## src/rtl/coherence_pkg.sv

```systemverilog
// Shared coherence encodings, FSM states and widths for the directory request arbiter.
package coherence_pkg;

    localparam int ADDR_W  = 8;
    localparam int DATA_W  = 8;
    localparam int MSG_W   = 2;
    localparam int NUM_REQ = 2;

    typedef enum logic [MSG_W-1:0] {
        MSG_NONE   = 2'b00,
        MSG_RDMISS = 2'b01,
        MSG_WRMISS = 2'b10,
        MSG_WB     = 2'b11
    } msg_e;

    typedef enum logic [1:0] {
        IDLE    = 2'd0,
        ISSUE   = 2'd1,
        WAIT    = 2'd2,
        RELEASE = 2'd3
    } state_e;

    // Winner among the two buffers: a lone request wins, then a lone write-back,
    // otherwise whoever was not granted last. Only meaningful with a buffer valid.
    function automatic logic pickWinner(input logic [NUM_REQ-1:0] valid,
                                        input logic [NUM_REQ-1:0] isWb,
                                        input logic               lastGrant);
        if (valid == 2'b01) return 1'b0;
        if (valid == 2'b10) return 1'b1;
        if (isWb == 2'b01) return 1'b0;
        if (isWb == 2'b10) return 1'b1;
        return ~lastGrant;
    endfunction

endpackage

```

## src/rtl/req_buffer.sv

```systemverilog
// One-entry request buffer between an L1 and the arbiter. Ready is simply the
// registered empty flag; MSG_NONE requests are consumed without being stored.
module req_buffer
    import coherence_pkg::*;
#(
    parameter int ADDR_W = 8,
    parameter int DATA_W = 8,
    parameter int MSG_W  = 2
) (
    input  logic              clk,
    input  logic              rst,
    input  logic              reqValid,
    output logic              reqReady,
    input  logic [MSG_W-1:0]  reqMsg,
    input  logic [ADDR_W-1:0] reqAddr,
    input  logic [DATA_W-1:0] reqData,
    input  logic              clear,
    output logic              bufValid,
    output logic [MSG_W-1:0]  bufMsg,
    output logic [ADDR_W-1:0] bufAddr,
    output logic [DATA_W-1:0] bufData
);

    assign reqReady = !bufValid;

    // Capture a real request when empty; the arbiter empties it on release.
    always_ff @(posedge clk) begin
        if (rst) begin
            bufValid <= 1'b0;
            bufMsg   <= '0;
            bufAddr  <= '0;
            bufData  <= '0;
        end else if (clear) begin
            bufValid <= 1'b0;
        end else if (reqValid && !bufValid && (reqMsg != MSG_W'(MSG_NONE))) begin
            bufValid <= 1'b1;
            bufMsg   <= reqMsg;
            bufAddr  <= reqAddr;
            bufData  <= reqData;
        end
    end

endmodule

```

## src/rtl/directory_request_arbiter.sv

```systemverilog
// Serialises coherence requests from two L1 caches onto the single L2 directory
// port: write-back first, then round-robin, one transaction in flight, with a
// timeout abort if the directory never answers.
module directory_request_arbiter
    import coherence_pkg::*;
#(
    parameter int ADDR_W  = 8,
    parameter int DATA_W  = 8,
    parameter int MSG_W   = 2,
    parameter int TIMEOUT = 15
) (
    input  logic              clk,
    input  logic              rst,
    input  logic              req0_valid,
    output logic              req0_ready,
    input  logic [MSG_W-1:0]  req0_msg,
    input  logic [ADDR_W-1:0] req0_addr,
    input  logic [DATA_W-1:0] req0_data,
    input  logic              req1_valid,
    output logic              req1_ready,
    input  logic [MSG_W-1:0]  req1_msg,
    input  logic [ADDR_W-1:0] req1_addr,
    input  logic [DATA_W-1:0] req1_data,
    output logic              dir_start,
    output logic              dir_src,
    output logic [MSG_W-1:0]  dir_msg,
    output logic [ADDR_W-1:0] dir_addr,
    output logic [DATA_W-1:0] dir_data,
    input  logic              dir_done,
    output logic              done0,
    output logic              done1,
    output logic              err,
    output logic              timeout_err,
    output logic              busy
);

    logic [NUM_REQ-1:0]             reqValid, reqReady, bufValid, bufClear, isWb;
    logic [NUM_REQ-1:0][MSG_W-1:0]  reqMsg, bufMsg;
    logic [NUM_REQ-1:0][ADDR_W-1:0] reqAddr, bufAddr;
    logic [NUM_REQ-1:0][DATA_W-1:0] reqData, bufData;

    state_e     state;
    logic       lastGrant;
    logic       winner;
    logic [7:0] waitCnt;

    assign reqValid   = {req1_valid, req0_valid};
    assign reqMsg     = {req1_msg, req0_msg};
    assign reqAddr    = {req1_addr, req0_addr};
    assign reqData    = {req1_data, req0_data};
    assign req0_ready = reqReady[0];
    assign req1_ready = reqReady[1];

    for (genvar i = 0; i < NUM_REQ; i++) begin : gBuf
        req_buffer #(
            .ADDR_W(ADDR_W),
            .DATA_W(DATA_W),
            .MSG_W (MSG_W)
        ) uBuf (
            .clk     (clk),
            .rst     (rst),
            .reqValid(reqValid[i]),
            .reqReady(reqReady[i]),
            .reqMsg  (reqMsg[i]),
            .reqAddr (reqAddr[i]),
            .reqData (reqData[i]),
            .clear   (bufClear[i]),
            .bufValid(bufValid[i]),
            .bufMsg  (bufMsg[i]),
            .bufAddr (bufAddr[i]),
            .bufData (bufData[i])
        );
    end

    // Only the buffer that owns the finishing transaction is emptied.
    always_comb begin
        bufClear = '0;
        if (state == RELEASE) bufClear[dir_src] = 1'b1;
    end

    // Flag write-backs so they can jump the round-robin order.
    always_comb begin
        for (int i = 0; i < NUM_REQ; i++) isWb[i] = (bufMsg[i] == MSG_W'(MSG_WB));
    end

    assign winner = pickWinner(bufValid, isWb, lastGrant);
    assign busy   = (state != IDLE);

    // Transaction FSM; every directory/L1 facing output is registered here.
    always_ff @(posedge clk) begin
        if (rst) begin
            state       <= IDLE;
            lastGrant   <= 1'b1;
            waitCnt     <= '0;
            dir_start   <= 1'b0;
            dir_src     <= 1'b0;
            dir_msg     <= '0;
            dir_addr    <= '0;
            dir_data    <= '0;
            done0       <= 1'b0;
            done1       <= 1'b0;
            err         <= 1'b0;
            timeout_err <= 1'b0;
        end else begin
            dir_start <= 1'b0;
            done0     <= 1'b0;
            done1     <= 1'b0;
            err       <= 1'b0;
            case (state)
                IDLE: begin
                    if (|bufValid) begin
                        dir_src   <= winner;
                        dir_msg   <= bufMsg[winner];
                        dir_addr  <= bufAddr[winner];
                        dir_data  <= bufData[winner];
                        dir_start <= 1'b1;
                        state     <= ISSUE;
                    end
                end
                ISSUE: begin
                    // dir_done here belongs to nothing and is ignored
                    waitCnt <= '0;
                    state   <= WAIT;
                end
                WAIT: begin
                    if (dir_done) begin
                        done0 <= ~dir_src;
                        done1 <= dir_src;
                        state <= RELEASE;
                    end else if (waitCnt == 8'(TIMEOUT - 1)) begin
                        done0       <= ~dir_src;
                        done1       <= dir_src;
                        err         <= 1'b1;
                        timeout_err <= 1'b1;
                        state       <= RELEASE;
                    end else begin
                        waitCnt <= waitCnt + 8'd1;
                    end
                end
                RELEASE: begin
                    lastGrant <= dir_src;
                    state     <= IDLE;
                end
                default: state <= IDLE;
            endcase
        end
    end

endmodule

```

## config.mk

```make
export PLATFORM = sky130hd
export DESIGN_NAME = directory_request_arbiter
export DESIGN_NICKNAME = d
export VERILOG_FILES = /design/src/rtl/coherence_pkg.sv /design/src/rtl/req_buffer.sv /design/src/rtl/directory_request_arbiter.sv
export SDC_FILE = /design/constraint.sdc
export NUM_CORES = 1
export LEC_CHECK = 0
export CORE_MARGIN = 2
export CORE_UTILIZATION = 54
export DETAILED_ROUTE_END_ITERATION = 8
export PLACE_DENSITY = 0.84
export SYNTH_ARGS = -nofsm -noshare
export SYNTH_HDL_FRONTEND = slang
export SYNTH_SLANG_ARGS = --single-unit
```

## constraint.sdc

```tcl
create_clock -name clk -period 4.4 [get_ports clk]
set_input_delay 0.88 -clock clk [delete_from_list [all_inputs] [get_ports clk]]
set_output_delay 0.88 -clock clk [all_outputs]
set_load 0.01 [all_outputs]
```

==> key figures <==
STA
  • Worst-Margin Slew: 1.058 ns
  • Setup Skew: 0.005197 ns
  • Final setup TNS: 0 ns
  • Min Tclk post-route: 3.200 ns
  • Max Freq: 312.5 MHz
  • Final setup fails: 0
  • Post-route clock period utilization: 0.7273
  • Final Slew Violations: 0
  • Unrepaired setup endpoints after global routing: no
  • Final Hold Vio Count: 0
  • Relative slew slack: 0.2932

Power and ir drop
  • Sw Pwr: 0.6473 mW
  • Clock share of power: 0.260
  • P per Cell Area: 488.2 nW/um2
  • Int Pwr: 1.305 mW
  • Logic pwr share: 0.310
  • Switching Fraction: 0.3315
  • Total chip power: 1.953 mW
  • LEAKAGE: 1.416 nW
  • VDD IR max: 0.3270 mV
  • Register share of total power: 0.430

Worst setup path
  • Arrival time at the worst endpoint: 2.32 ns
  • Slowest cell on crit path: dfxtp_1
  • Crit Path Max Fanout: 24
  • Setup crit start kind: register
  • Delay-heaviest family, CP: buffers and inverters
  • Crit Path Class: register to output port
  • Critical path buffer and inverter count: 2
  • CP required: 3.52 ns
  • Cell breakdown of the critical path: inv_1 -> clkdlybuf4s50_1
  • Slowest stage delay, CP: 0.83 ns
  • CP endpoint kind: output port

Detailed routing
  • Via density: 5.828
  • Via count: 2786
  • Antenna violation net count after detailed routing: 0
  • DRC viols: 0
  • DRT iter0 DRCs: 142
  • TritonRoute pass-1 iters: 4
  • WL/cell: 15.39 um
  • Drt total wl: 7356 um

Synthesis
  • Synth warn: 0
  • Syn_area_per_cell: 9.053 um2
  • Number of synthesized register bits: 73
  • Synthesized cell area: 3151 um2
  • Top FF cell, synth: dfxtp_1
  • Yosys cell types: 41
  • Post-synth ARST share: 0
  • Cells after Synth: 348
  • Post-synth EDFFs: 0
  • Register area share after synthesis: 0.4639
  • Mapped Nets: 395

Place
  • Gpl congestion: 0.8186
  • Port-buffer cells: 67
  • HPWL Detailed: 5004 um

Global routing
  • First-pass GRT wire length: 12120 um
  • Total GRT Usage: 0.2412
  • Vias in the first global route: 2576
  • Antenna violations before repair: 0
  • Largest net degree at the start of global routing: 47
  • GRT Residual Overflow: 0

Floorplan
  • # IOs: 68
  • Cell Rows: 27
  • DIE AREA: 6461 um2
  • Horiz. Die Dim: 80.38 um
  • Starting Density: 0.5652
  • Die Ht: 80.38 um
  • Core area: 5574 um2

Clocking
  • CTS tree: yes
  • Clock buffer depth: 2
  • Clock H-tree levels: 3
  • Clk slew on worst S/H paths: 0.07 ns
  • Clock Latency Late Sink: 0.35 ns
  • CTS Sinks: 73
  • Hold-fix buffers at CTS: 0
  • Post-cts resize count: 0
  • CTS Root Cell: clkbuf_8
  • Num CTS Buffers: 9
  • Post-CTS Setup Bufs: 0

Cells and area
  • Nets: 448
  • Syn-to-layout area delta: 26.97%
  • Layout cells sized above 1: 0.06897
  • # diodes: 0

Status
  • Status: finished clean

Job
  • Number of max-cap violations: 0

Hold path
  • Min-Delay Path Class: register to register
cell usage after synthesis, types with 2 or more instances:
| cell type | number | share of area |
|---|---|---|
| buf_6 | 2 | 0.0071 |
| a21oi_1 | 22 | 0.035 |
| nor2_1 | 30 | 0.036 |
| xor2_1 | 3 | 0.0083 |
| mux2i_1 | 18 | 0.057 |
| o211ai_1 | 2 | 0.0048 |
| mux2_2 | 2 | 0.0071 |
| xnor2_1 | 3 | 0.0083 |
| buf_2 | 4 | 0.0064 |
| a2111oi_1 | 8 | 0.025 |
| nand4_1 | 3 | 0.0060 |
| clkbuf_1 | 20 | 0.024 |
| ha_1 | 6 | 0.024 |
| and2_1 | 2 | 0.0040 |
| nand2_1 | 43 | 0.051 |
| and3_1 | 2 | 0.0040 |
| o21ai_0 | 24 | 0.038 |
| nor3_1 | 20 | 0.032 |
| dfxtp_1 | 73 | 0.46 |
| a2111oi_0 | 27 | 0.075 |
| a311oi_1 | 2 | 0.0056 |
| a2111oi_2 | 2 | 0.0095 |
| inv_1 | 10 | 0.012 |
| nand2b_1 | 3 | 0.0060 |
tightest hold or removal path, cell delays in order (launching register included):
cell,delay [ns]
dfxtp_1,0.31
nand2_1,0.05
a21oi_1,0.05
flip-flops by register name, summed over array words and instances (netlist names):
register and flops:
gBuf.uBuf.bufAddr 16, dir_src 1, dir_msg 2, lastGrant 1, done0 1, dir_data 8
dir_start 1, gBuf.uBuf.bufMsg 4, timeout_err 1, err 1, waitCnt 8, gBuf.uBuf.bufData 16
gBuf.uBuf.bufValid 2, state 2, dir_addr 8, done1 1
per-layer routing:
layer  wire, um  global-route usage
met5          0                   0
met4        142             0.09661
met3        433             0.06404
met2       3406              0.3567
met1       3374              0.3333
placed cells by master (no fill, tap or decap), drive strengths merged:
cell type       n
and4b           1
nor4            1
nand4           3
and3            2
and2            3
o211a           1
buf             2
nand2          43
o211ai          2
nor2b           1
clkbuf         15
mux2            2
nand3           1
nand2b          3
a21oi          23
a211oi          2
nor2           30
nor3           20
dfxtp          73
ha              6
clkinvlp        1
a211o           1
xor2            3
or3b            1
xnor2           3
mux2i          18
a21boi          1
o21ai          24
maj3            2
inv            11
a311oi          2
clkdlybuf4s50  67
a2111oi        37
a31oi           1
cell type report:
class | instances | area (um2)
Tap cell | 72 | 90.09
Clock inverter | 1 | 7.507
Sequential cell | 73 | 1461
Multi-Input combinational cell | 237 | 1528
Fill cell | 438 | 1574
Inverter | 11 | 41.29
Clock buffer | 15 | 186.4
Timing Repair Buffer | 69 | 685.7
path summary, 6_finish.rpt:
kind                                             start                                    to  slack (ns)  depth (start not counted)
setup / recovery    gBuf[1].uBuf.bufValid$_SDFFE_PP0P_                            req1_ready        1.20                          2
hold / removal    gBuf[1].uBuf.bufData[6]$_SDFFE_PP0P_  gBuf[1].uBuf.bufData[6]$_SDFFE_PP0P_        0.45                          2
setup reg to reg    gBuf[0].uBuf.bufValid$_SDFFE_PP0P_              dir_addr[6]$_SDFFE_PP0P_        1.93                          4
hold reg to reg   gBuf[1].uBuf.bufData[6]$_SDFFE_PP0P_  gBuf[1].uBuf.bufData[6]$_SDFFE_PP0P_        0.45                          2
kinds of logic after synthesis:
family          share of synthesized area
buf+inv                           0.05282
flops                              0.4639
simple gates                       0.1577
mux                               0.06434
compound gates                     0.2129
fa+ha+maj                         0.03177
xor+xnor                          0.01668
power groups by stage:
| stage | clock [mW] | combinational, mW | sequential, mW |
|---|---|---|---|
| 2_1_floorplan | 0 | 0.347 | 0.855 |
| 3_3_place_gp | 0 | 0.584 | 0.850 |
| 6_report | 0.508 | 0.605 | 0.840 |
| 3_5_place_dp | 0 | 0.601 | 0.851 |
| 5_1_grt | 0.539 | 0.668 | 0.853 |
| 4_1_cts | 0.511 | 0.606 | 0.838 |
per-stage QoR:
step | instances | utilization | hold slack (ns) | instance area [um2] | setup slack (ns)
global placement | 462 | 0.6828 | 0.4372 | 3806 | 1.524
CTS | 478 | 0.7176 | 0.4543 | 4000 | 1.226
global route | 478 | 0.7176 | 0.4762 | 4000 | 1.003
finish | 478 | 0.7176 | 0.4527 | 4000 | 1.200
detailed placement | 462 | 0.6828 | 0.4456 | 3806 | 1.419
floorplan | 348 | - | 0.4337 | 3151 | 2.258
No activity file was read; power rests on OpenSTA's default activity.
